## config.mk

```make
export PLATFORM = sky130hd
export DESIGN_NAME = cpu_timebase_sequencer
export DESIGN_NICKNAME = d
export VERILOG_FILES = /design/src/rtl/cpu_pkg.sv /design/src/rtl/cpu_divider.sv /design/src/rtl/cpu_timebase_sequencer.sv
export SDC_FILE = /design/constraint.sdc
export NUM_CORES = 1
export LEC_CHECK = 0
export ABC_AREA = 1
export BUFFER_PORTS_ARGS = -buffer_cell sky130_fd_sc_hd__buf_4
export CAP_MARGIN = 20
export CORE_MARGIN = 2
export CORE_UTILIZATION = 40
export CTS_BUF_LIST = sky130_fd_sc_hd__clkbuf_16
export DETAILED_ROUTE_END_ITERATION = 10
export GPL_ROUTABILITY_DRIVEN = 0
export PLACE_DENSITY = 0.72
export SETUP_SLACK_MARGIN = 0.15
export SLEW_MARGIN = 20
export SYNTH_ARGS = -nofsm -noshare
export SYNTH_HDL_FRONTEND = slang
export SYNTH_SLANG_ARGS = --single-unit
```

## constraint.sdc

```tcl
create_clock -name clk -period 2.39 [get_ports clk]
set_input_delay 0.1195 -clock clk [delete_from_list [all_inputs] [get_ports clk]]
set_output_delay 0.1195 -clock clk [all_outputs]
set_load 0.05 [all_outputs]
```

## src/rtl/cpu_pkg.sv

```systemverilog
// Shared types and default geometry for the Game & Watch CPU timebase.
package cpu_pkg;

  localparam int unsigned DIV_W_DEF  = 15;
  localparam int unsigned F1_BIT_DEF = 13;
  localparam int unsigned F4_BIT_DEF = 10;

  typedef enum logic [2:0] {
    IDLE    = 3'd0,
    FETCH   = 3'd1,
    DECODE  = 3'd2,
    EXEC    = 3'd3,
    LOAD_PC = 3'd4,
    HALT    = 3'd5
  } stage_t;

endpackage

```

## src/rtl/cpu_divider.sv

```systemverilog
// Free-running 32.768 kHz divider with prioritised clear requests and the sticky gamma flag.
module cpu_divider
  import cpu_pkg::*;
#(
  parameter int unsigned DIV_W = DIV_W_DEF
) (
  input  logic             clk,
  input  logic             reset,
  input  logic             divider_tick,
  input  logic             reset_divider,
  input  logic             reset_divider_keep_6,
  input  logic             reset_gamma,
  output logic [DIV_W-1:0] divider,
  output logic             gamma
);

  logic [DIV_W-1:0] divider_q, divider_d;
  logic             gamma_q, gamma_d;
  logic [DIV_W:0]   inc_full;
  logic [5:0]       low6_inc;
  logic             wrap;

  assign inc_full = {1'b0, divider_q} + {{DIV_W{1'b0}}, 1'b1};
  assign low6_inc = divider_q[5:0] + 6'd1;

  always_comb begin
    divider_d = divider_q;
    wrap      = 1'b0;
    if (reset_divider) begin
      divider_d = '0;
    end else if (reset_divider_keep_6) begin
      // Upper bits clear; the low six still count, and their carry is discarded.
      divider_d = {{(DIV_W-6){1'b0}}, (divider_tick ? low6_inc : divider_q[5:0])};
    end else if (divider_tick) begin
      divider_d = inc_full[DIV_W-1:0];
      wrap      = inc_full[DIV_W];
    end
    // A wrap outranks a coincident clear so the 1 Hz event is never lost.
    gamma_d = wrap | (gamma_q & ~reset_gamma);
  end

  always_ff @(posedge clk) begin
    if (reset) begin
      divider_q <= '0;
      gamma_q   <= 1'b0;
    end else begin
      divider_q <= divider_d;
      gamma_q   <= gamma_d;
    end
  end

  assign divider = divider_q;
  assign gamma   = gamma_q;

endmodule

```

## src/rtl/cpu_timebase_sequencer.sv

```systemverilog
// Timebase and instruction-stage sequencer for one Game & Watch CPU core, including CEND halt/wake.
module cpu_timebase_sequencer
  import cpu_pkg::*;
#(
  parameter int unsigned DIV_W  = DIV_W_DEF,
  parameter int unsigned F1_BIT = F1_BIT_DEF,
  parameter int unsigned F4_BIT = F4_BIT_DEF
) (
  input  logic             clk,
  input  logic             reset,
  input  logic             divider_tick,
  input  logic             cpu_tick,
  input  logic             halt_req,
  input  logic             reset_divider,
  input  logic             reset_divider_keep_6,
  input  logic             reset_gamma,
  input  logic [3:0]       input_k,
  output stage_t           stage,
  output logic [DIV_W-1:0] divider,
  output logic             divider_4hz,
  output logic             divider_32hz,
  output logic             gamma,
  output logic             halted,
  output logic             instr_done,
  output logic             overrun
);

  stage_t stage_q, stage_d;
  logic   halt_pend_q, halt_pend_d;
  logic   overrun_q, overrun_d;
  logic   instr_done_q, instr_done_d;
  logic   halted_q, halted_d;

  cpu_divider #(
    .DIV_W(DIV_W)
  ) u_divider (
    .clk                  (clk),
    .reset                (reset),
    .divider_tick         (divider_tick),
    .reset_divider        (reset_divider),
    .reset_divider_keep_6 (reset_divider_keep_6),
    .reset_gamma          (reset_gamma),
    .divider              (divider),
    .gamma                (gamma)
  );

  always_comb begin
    stage_d     = stage_q;
    halt_pend_d = 1'b0;
    overrun_d   = overrun_q;
    unique case (stage_q)
      IDLE: begin
        if (cpu_tick) stage_d = FETCH;
      end
      FETCH: begin
        stage_d = DECODE;
        if (cpu_tick) overrun_d = 1'b1;
      end
      DECODE: begin
        stage_d = EXEC;
        if (cpu_tick) overrun_d = 1'b1;
      end
      EXEC: begin
        stage_d     = LOAD_PC;
        halt_pend_d = halt_req;
        if (cpu_tick) overrun_d = 1'b1;
      end
      LOAD_PC: begin
        // A pending halt wins over a back-to-back tick.
        if (halt_pend_q)   stage_d = HALT;
        else if (cpu_tick) stage_d = FETCH;
        else               stage_d = IDLE;
      end
      HALT: begin
        if ((|input_k) || gamma) stage_d = IDLE;
      end
      default: stage_d = IDLE;
    endcase
    instr_done_d = (stage_d == LOAD_PC);
    halted_d     = (stage_d == HALT);
  end

  always_ff @(posedge clk) begin
    if (reset) begin
      stage_q      <= IDLE;
      halt_pend_q  <= 1'b0;
      overrun_q    <= 1'b0;
      instr_done_q <= 1'b0;
      halted_q     <= 1'b0;
    end else begin
      stage_q      <= stage_d;
      halt_pend_q  <= halt_pend_d;
      overrun_q    <= overrun_d;
      instr_done_q <= instr_done_d;
      halted_q     <= halted_d;
    end
  end

  assign stage        = stage_q;
  assign divider_4hz  = divider[F1_BIT];
  assign divider_32hz = divider[F4_BIT];
  assign halted       = halted_q;
  assign instr_done   = instr_done_q;
  assign overrun      = overrun_q;

endmodule

```

==> flow_metrics.tcl, run 1 <==
set metrics [dict create \
    status "complete, no violations" \
    yosysSeqAreaShare_pct 42.2 \
    cts_made_buffers 3 \
    peakVddDrop_v 0.000407 \
    crit_type "flop to flop" \
    fillerInstances 238 \
    rsz0062_at_grt "no" \
    cp.required_ps 2570 \
    dr.pass1.iters 4 \
    diodes 0 \
    port_buffers 35 \
    syn2layout_area_growth_pct 31.8 \
    whs_ps 100 \
    fmax_mhz 752 \
    root_buffer "clkbuf_16" \
    setup_viol 0 \
    power_w 0.000828 \
    die_h_um 56.3 \
    max-clock-path-buffers 2 \
    track_usage_pct 14.4 \
    yosysUniqueCellTypes 25 \
    clk_pin_slew_ps 60 \
    cts_sinks 23 \
    cap_violations 0 \
    rows 18 \
    multi_input_area_um2 518 \
    cp_data_arrival_time_ps 1510 \
    yosys.area.top_type_share_pct 42.2 \
    drtIter0Drc 27 \
    initial_utilization_pct 43.3 \
    p_per_area_nw_per_um2 575 \
    ant_nets 0 \
    ioPinCount 36 \
    grt_overflow 0 \
    cts.hold.buffers_added 0 \
    antenna_found_initial 0 \
    ys_warn_count 0 \
    seq_area_um2 460 \
    synthCells 150 \
    endpoint_kind "flop" \
    wl_per_cell_um 10.5 \
    drc_errors 0 \
    hold_path.class "input port to flop" \
    layout_commonest_cell "buf_4" \
    yosysTopAreaCell "dfxtp_1" \
    die_x_um 56.3 \
    postCtsSetupBuffers 0 \
    ys_ff_latch 23 \
    dieArea_um2 3160 \
    htreeDepth 1 \
    synth_fp_nets 163 \
    crit_path_start_kind "flop" \
    avgSynthCellArea_um2 7.28 \
    clk_latency_ps 250 \
    tritoncts "done" \
    grt_pass1_wl_um 3710 \
    setup_tns_ps 0 \
    path_max_fanout 6 \
    grt_max_degree 13 \
    dp_slack_ps 1090 \
    syn_area_um2 1090 \
    fin_skew_ps 3.46 \
    cts_resized 0 \
    dp_hpwl_um 1790 \
    final_util_pct 57.1 \
    synth_area_leaders "dfxtp_1 (42%), nand2_1 (10%), inv_1 (7.6%), a21oi_1 (6.9%), nor2_1 (6.9%)" \
    grt_pass1_vias 909 \
    period_needed_ps 1330 \
    drive_above_1_share_pct 25.9 \
    power.leakage_nw 0.688 \
    num_vias 1032 \
    worst-slew-pin-transition_ps 237 \
    mostFrequentLayoutCells "buf_4 (35), nand2_1 (30), inv_1 (23), dfxtp_1 (23), nor2_1 (20)" \
    post-route-period-util_pct 55.7 \
    core_um2 2520 \
    fin_nets 199 \
    relSlewSlack_pct 84.2 \
    worst_slack_ps 1060 \
    finalMaxSlewViolations 0 \
    drt-total-wl_um 2260 \
    hold_violations 0 \
    vias_per_cell 4.80 \
]
==> area by class of cell <==
| class | count | area share (%) |
|---|---|---|
| Clock buffer | 3 | 5.21 |
| Inverter | 22 | 5.73 |
| Sequential cell | 23 | 32.0 |
| Multi-Input combinational cell | 101 | 36.0 |
| Tap cell | 30 | 2.61 |
| Timing Repair Buffer | 35 | 18.2 |
| Clock inverter | 1 | 0.261 |
==> state kept, by name, summed over array words and instances, names as in the netlist <==
register,flops
halted,1
overrun,1
stage,3
instr_done,1
halt_pend_q,1
u_divider.divider,15
u_divider.gamma,1
==> cell usage after synthesis <==
library cell / instances
buf_6: 1
buf_2: 1
o21a_1: 1
nor3_1: 2
nand2_4: 1
nor2_8: 1
a211oi_1: 1
o21ai_0: 7
and3_1: 1
nand3_1: 6
nand2_1: 30
xor2_1: 2
a31oi_1: 1
nand3b_1: 1
nor2_2: 2
ha_1: 1
nor2_1: 20
or2_0: 1
nand2_2: 3
a21oi_1: 15
inv_1: 22
nor2_4: 3
dfxtp_1: 23
nand4_1: 2
buf_4: 2
==> power breakdown <==
part,total [W],internal [W],switching (W)
combinational,0.0000794,0.0000289,0.0000505
clock,0.000353,0.000223,0.000130
sequential,0.000396,0.000390,0.00000583
==> worst max-delay path, stage by stage (launching register included) <==
cell and delay, ps:
dfxtp_1 400, ha_1 220, nand2_1 100, nor2_4 120, nand2_4 90, nor2_8 110
nand3b_1 80, a21oi_1 150
==> path summary, 6_finish.rpt <==
path              slack (ps)                    end                  from  cells past startpoint
setup / recovery        1060  u_divider.divider[12]  u_divider.divider[0]                      7
hold / removal           100             instr_done                 reset                      2
setup reg to reg        1060  u_divider.divider[12]  u_divider.divider[0]                      7
hold reg to reg          490                overrun               overrun                      2
==> through the flow <==
step,instance area (um2),std cells
after floorplan,1090,150
after global placement,1360,211
after detailed placement,1360,211
after CTS,1440,215
after global routing,1440,215
final,1440,215
==> metal layers <==
layer	wire [um]	GRT usage, %
met1	1020	17.6
met2	1050	24.9
met3	169	3.00
met4	16	5.10
met5	0	0
==> cells by family after synthesis <==
kind of cell | Yosys count | share of synthesized area, %
AO/OA/AOI/OAI | 25 | 12.0
XOR/XNOR | 2 | 1.60
adder cells (fa/ha/maj) | 1 | 1.15
buffers and inverters | 26 | 10.4
flip-flops | 23 | 42.2
AND/OR/NAND/NOR | 73 | 32.6
(Power assumes the default switching activity.)
==> run 2: changes to the inputs <==
--- a/config.mk
+++ b/config.mk
@@ -13,7 +13,7 @@
 export CTS_BUF_LIST = sky130_fd_sc_hd__clkbuf_16
 export DETAILED_ROUTE_END_ITERATION = 10
 export GPL_ROUTABILITY_DRIVEN = 0
-export PLACE_DENSITY = 0.72
+export PLACE_DENSITY = 0.74
 export SETUP_SLACK_MARGIN = 0.15
 export SLEW_MARGIN = 20
 export SYNTH_ARGS = -nofsm -noshare
==> constraint.sdc (replaced) <==
create_clock -name clk -period 1.2 [get_ports clk]
set_input_delay 0.06 -clock clk [delete_from_list [all_inputs] [get_ports clk]]
set_output_delay 0.06 -clock clk [all_outputs]
set_load 0.05 [all_outputs]
==> run 2 against run 1 <==
Cell count is 2.8% higher. Setup slack worse by 1000 ps. Global-route usage is 3.0 points higher. Non-clock buffer count is 6 higher. Design area is 10% higher. Largest cell class unchanged.
==> flow_metrics.tcl, run 2 (synthesis gave the netlist of run 1 again) <==
set metrics [dict create \
    status "complete, no violations" \
    dp_hpwl_um 1910 \
    cap_violations 0 \
    path_delay_family "simple AND/OR/NAND/NOR gates" \
    cts_sinks 23 \
    root_buffer "clkbuf_16" \
    setup_tns_ps 0 \
    rrSetupSlack_ps 40 \
    grt_pass1_vias 1030 \
    antenna_found_initial 0 \
    crit_type "flop to flop" \
    rr_worst_depth 8 \
    worst_path_largest_cell_delay_ps 370 \
    relSlewSlack_pct 84.2 \
    htreeDepth 1 \
    mostFrequentLayoutCells "buf_4 (41), nand2_1 (27), inv_1 (18), nor2_1 (16), a21oi_1 (13)" \
    grt_overflow 0 \
    worstHoldPathCells 3 \
    path_max_fanout 5 \
    rows 18 \
    fillerInstances 240 \
    tritoncts "done" \
    dieArea_um2 3160 \
    drive_above_1_share_pct 46.6 \
    cts.hold.buffers_added 0 \
    clk_pin_slew_ps 60 \
    port_buffers 35 \
    period_needed_ps 1160 \
    final_util_pct 63.0 \
    finalMaxSlewViolations 0 \
    grt_use_met2_pct 29.1 \
    grt_use_met3_pct 3.46 \
    die_h_um 56.3 \
    layout_commonest_cell "buf_4" \
    crit_path_start_kind "flop" \
    ant_nets 0 \
    finalNonFillerCells 221 \
    wl_per_cell_um 11.8 \
    peakVddDrop_v 0.000737 \
    fin_nets 205 \
    syn2layout_area_growth_pct 45.6 \
    vias_per_cell 4.78 \
    hold_path.class "input port to flop" \
    initial_utilization_pct 43.3 \
    drtIter0Drc 35 \
    ioPinCount 36 \
    power_w 0.00165 \
    cp_cell_sequence "ha_4 > nand2_2 > nor2_4 > nand2_4 > nor2_8 > nand2_1 > nand2_1 > a21oi_1" \
    fmax_mhz 863 \
    grt_pass1_wl_um 4410 \
    max-clock-path-buffers 2 \
    fin_skew_ps 2.79 \
    min_to "halt_pend_q" \
    setup_viol 0 \
    post-route-period-util_pct 96.5 \
    endpoint_kind "flop" \
    num_vias 1056 \
    hold_violations 0 \
    place_inst 211 \
    drc_errors 0 \
    grt_use_met1_pct 21.5 \
    power.leakage_nw 0.740 \
    track_usage_pct 17.4 \
    clk_latency_ps 250 \
    core_um2 2520 \
    path_common_cell "nand2_1" \
    cpMaxStageDelayCell "dfxtp_4" \
    cp.required_ps 1330 \
    rsz0062_at_grt "yes" \
    hold_start "halt_req" \
    largest_register_ffs 15 \
    grt_max_degree 14 \
    dr.pass1.iters 4 \
    timing.rr.end "u_divider.divider[12]" \
    worst-slew-pin-transition_ps 237 \
    cts_made_buffers 3 \
    cp-startpoint "u_divider.divider[1]" \
    diodes 0 \
    top_usage_layer "met2" \
    crit_buf_inv 0 \
    die_x_um 56.3 \
    p_per_area_nw_per_um2 1040 \
    cp_data_arrival_time_ps 1290 \
    regToRegStartpoint "u_divider.divider[1]" \
    drt-total-wl_um 2610 \
]
## run 2: cell count changes in the layout (fill, tap and decap cells not counted), moves of 3 or more
cell     before  now
buf_4        35   41
dfxtp_1      23    4
dfxtp_2       0    7
dfxtp_4       0   12
inv_1        23   18
inv_2         0    3
nand2_1      30   27
nor2_1       20   16
nor2_2        2    6
## run 2: layout make-up
| class | instances | area, um2 | share of cell area, % |
|---|---|---|---|
| multi-input combinational | 101 | 566 | 35.6 |
| sequential | 23 | 514 | 32.3 |
| timing repair buffer | 41 | 308 | 19.4 |
| inverter | 22 | 85.1 | 5.35 |
| clock buffer | 3 | 75.1 | 4.72 |
| tap | 30 | 37.5 | 2.36 |
| clock inverter | 1 | 5.00 | 0.315 |
## run 2: stage by stage
stage	area (um2)	worst slack (ps)	hold slack [ps]
2_1_floorplan	1170	-48.3	180
3_3_place_gp	1440	55.5	289
3_5_place_dp	1440	6.63	293
4_1_cts	1540	38.2	32.4
5_1_grt	1590	-32.9	46.9
6_report	1590	41.7	33.1
## run 2: worst max path at each step
stage	endpoint	cells past startpoint	slack [ps]
final	u_divider.divider[12]	8	40
after global routing	u_divider.divider[12]	7	-30
after floorplan	u_divider.divider[12]	8	-50
after CTS	u_divider.divider[13]	6	40
after global placement	u_divider.divider[14]	8	60
after detailed placement	u_divider.divider[14]	7	7
## run 2: timing repair
action / CTS / global route
gates resized for setup: 2 / 12
setup buffers: 3 / 3
setup endpoints to repair: 10 / 15
pin swaps: 5 / 4
gates cloned: 0 / 0
## run 2: power by group
group	switching, W	internal (W)
sequential	0.0000137	0.000757
clock	0.000256	0.000447
combinational	0.000109	0.0000691
total	0.000379	0.00127
## run 2: metal layers
metal,share of wire [%],vias to the layer above,wire (um)
li1,-,558,-
met1,43,462,1130
met2,51,32,1320
met4,0.92,0,24
met5,0,-,0
met3,5.0,4,131
## run 2: worst min-delay path: stages
cell,delay [ps]
buf_4,80
nand2_1,40
nor2_1,70
==> run 3: changes to the inputs <==
--- a/config.mk
+++ b/config.mk
@@ -5,7 +5,6 @@
 export SDC_FILE = /design/constraint.sdc
 export NUM_CORES = 1
 export LEC_CHECK = 0
-export ABC_AREA = 1
 export BUFFER_PORTS_ARGS = -buffer_cell sky130_fd_sc_hd__buf_4
 export CAP_MARGIN = 20
 export CORE_MARGIN = 2
@@ -18,4 +17,5 @@
 export SLEW_MARGIN = 20
 export SYNTH_ARGS = -nofsm -noshare
 export SYNTH_HDL_FRONTEND = slang
+export SYNTH_HIERARCHICAL = 1
 export SYNTH_SLANG_ARGS = --single-unit
==> run 3 against run 2 <==
The flow now finishes with violations (negative setup slack). Power increased by 5.9%. Cell count decreased by 8.1%. Sequential power increased by 3.8%. Critical endpoint is now u_divider/divider[11]. Largest cell class unchanged. Highest routed layer unchanged.
==> flow_metrics.tcl, run 3 <==
set metrics [dict create \
    worst_path_largest_cell_delay_ps 360 \
    p_per_area_nw_per_um2 967 \
    async_flop_share_pct 0 \
    die_x_um 56.2 \
    setup_viol 10 \
    htreeDepth 1 \
    peakVddDrop_v 0.000847 \
    cp_cell_sequence "nand4_1 > buf_4 > buf_4 > o31ai_1 > a21oi_1" \
    num_vias 1124 \
    drive_above_1_share_pct 59.0 \
    met1_length_um 1280 \
    wl_per_cell_um 15.8 \
    finalMaxSlewViolations 0 \
    root_buffer "clkbuf_16" \
    cpMaxStageDelayCell "dfxtp_4" \
    highest_layer "met4" \
    wl_met3_um 183 \
    cp_data_arrival_time_ps 1470 \
    syn_area_um2 1090 \
    rows 18 \
    synthCells 115 \
    ioPinCount 36 \
    fin_skew_ps 3.06 \
    grt_max_degree 14 \
    status "finished, violations left" \
    crit_buf_inv 2 \
    dieArea_um2 3160 \
    endpoint_kind "flop" \
    crit_path_start_kind "flop" \
    core_um2 2520 \
    hold_violations 0 \
    initial_utilization_pct 43.3 \
    avgSynthCellArea_um2 9.49 \
    fmax_mhz 748 \
    drtIter0Drc 41 \
    diodes 0 \
    yosysUniqueCellTypes 33 \
    synth_area_leaders "dfxtp_1 (42%), mux2i_1 (3.7%), or4_1 (3.4%), a21oi_1 (3.2%), nand2b_1 (2.9%)" \
    post-route-period-util_pct 111 \
    clk_latency_ps 260 \
    power.leakage_nw 0.710 \
    power_w 0.00175 \
    synthTopCellsByCount "dfxtp_1 (23), nand2_1 (8), a21oi_1 (7), nor2_1 (6)" \
    synth_fp_nets 128 \
    worst_slack_ps -137 \
    syn2layout_area_growth_pct 65.9 \
    cts_sinks 23 \
    antenna_found_initial 0 \
    violations "negative setup slack" \
    worst-slew-pin-transition_ps 303 \
    fillerInstances 184 \
    final_area_um2 1810 \
    port_buffers 35 \
    yosys.area.top_type_share_pct 42.2 \
    grt_pass1_vias 1070 \
    die_h_um 56.2 \
    relSlewSlack_pct 79.6 \
    grt_pass1_wl_um 4920 \
    crit_type "flop to flop" \
    synthMostInstantiatedCell "dfxtp_1" \
    cap_violations 0 \
    max-clock-path-buffers 2 \
    yosysTopAreaCell "dfxtp_1" \
    cts_made_buffers 3 \
    fin_nets 187 \
    cp.required_ps 1330 \
    ant_nets 0 \
    drt-total-wl_um 3200 \
    dr_wl_met2_um 1630 \
    tritoncts "done" \
    period_needed_ps 1340 \
    synth-edff-count 0 \
    path_max_fanout 5 \
    hold_path.class "input port to flop" \
    ys_warn_count 6 \
    path_delay_family "compound AO/OA/AOI/OAI gates" \
    place_inst 191 \
    yosysSeqAreaShare_pct 42.2 \
    track_usage_pct 20.2 \
    dr.pass1.iters 4 \
    vias_per_cell 5.54 \
    rsz0062_at_grt "yes" \
    post_dp_cell_area_um2 1600 \
    cts.hold.buffers_added 0 \
    clk_pin_slew_ps 60 \
    dp_hpwl_um 1970 \
    final_util_pct 71.8 \
    largest_register_ffs 15 \
    mostFrequentLayoutCells "buf_4 (53), dfxtp_4 (17), nand2_1 (8), nor2_1 (6), buf_6 (6)" \
    ys_ff_latch 23 \
    grt_overflow 0 \
    dp_slack_ps -122 \
    layout_commonest_cell "buf_4" \
    drc_errors 0 \
    path_common_cell "buf_4" \
    ys.flop_type "dfxtp_1" \
    finalNonFillerCells 203 \
]
## run 3: path summary, 6_finish.rpt
check	cells past startpoint	end	from	slack, ps
worst min register to register	2	overrun	overrun	450
worst max-delay path	5	u_divider/divider[11]	u_divider/divider[7]	-140
worst max register to register	5	u_divider/divider[11]	u_divider/divider[7]	-140
worst min-delay path	2	halt_pend_q	halt_req	20
## run 3: per-stage QoR
step           hold WS, ps  setup TNS (ps)
2_1_floorplan          127            -948
3_3_place_gp           263            -354
3_5_place_dp           286            -532
4_1_cts               15.3            -411
5_1_grt               20.3           -1240
6_report              15.8            -752
## run 3: what timing repair did
item | CTS | global route
gates resized for setup | 6 | 9
pin swaps | 12 | 4
endpoints found under the setup margin | 12 | 14
setup buffers | 4 | 3
cloned | 1 | 0
## run 3: layout make-up
class	count	area (um2)	share of cell area (%)
Timing Repair Buffer	59	465	25.7
Clock inverter	1	5.00	0.276
Inverter	4	15.0	0.829
Clock buffer	3	75.1	4.15
Sequential cell	23	526	29.0
Tap cell	30	37.5	2.07
Multi-Input combinational cell	83	687	37.9
## run 3: per-layer routing
layer | vias up | track usage, %
met5 | - | 0
met4 | 0 | 9.86
met3 | 10 | 3.72
met2 | 38 | 37.1
met1 | 534 | 22.0
li1 | 542 | -
## run 3: power by group
part	total (W)	internal [W]	switching [W]
registers	0.000800	0.000756	0.0000434
clock network	0.000730	0.000449	0.000281
logic	0.000221	0.0000957	0.000126
## run 3: logic make-up after synthesis
group | Yosys count | synth area share (%)
flops | 23 | 42.2
mux | 4 | 3.67
compound gates | 22 | 13.2
buf+inv | 10 | 5.85
simple gates | 50 | 29.9
xor+xnor | 5 | 4.01
fa+ha+maj | 1 | 1.15
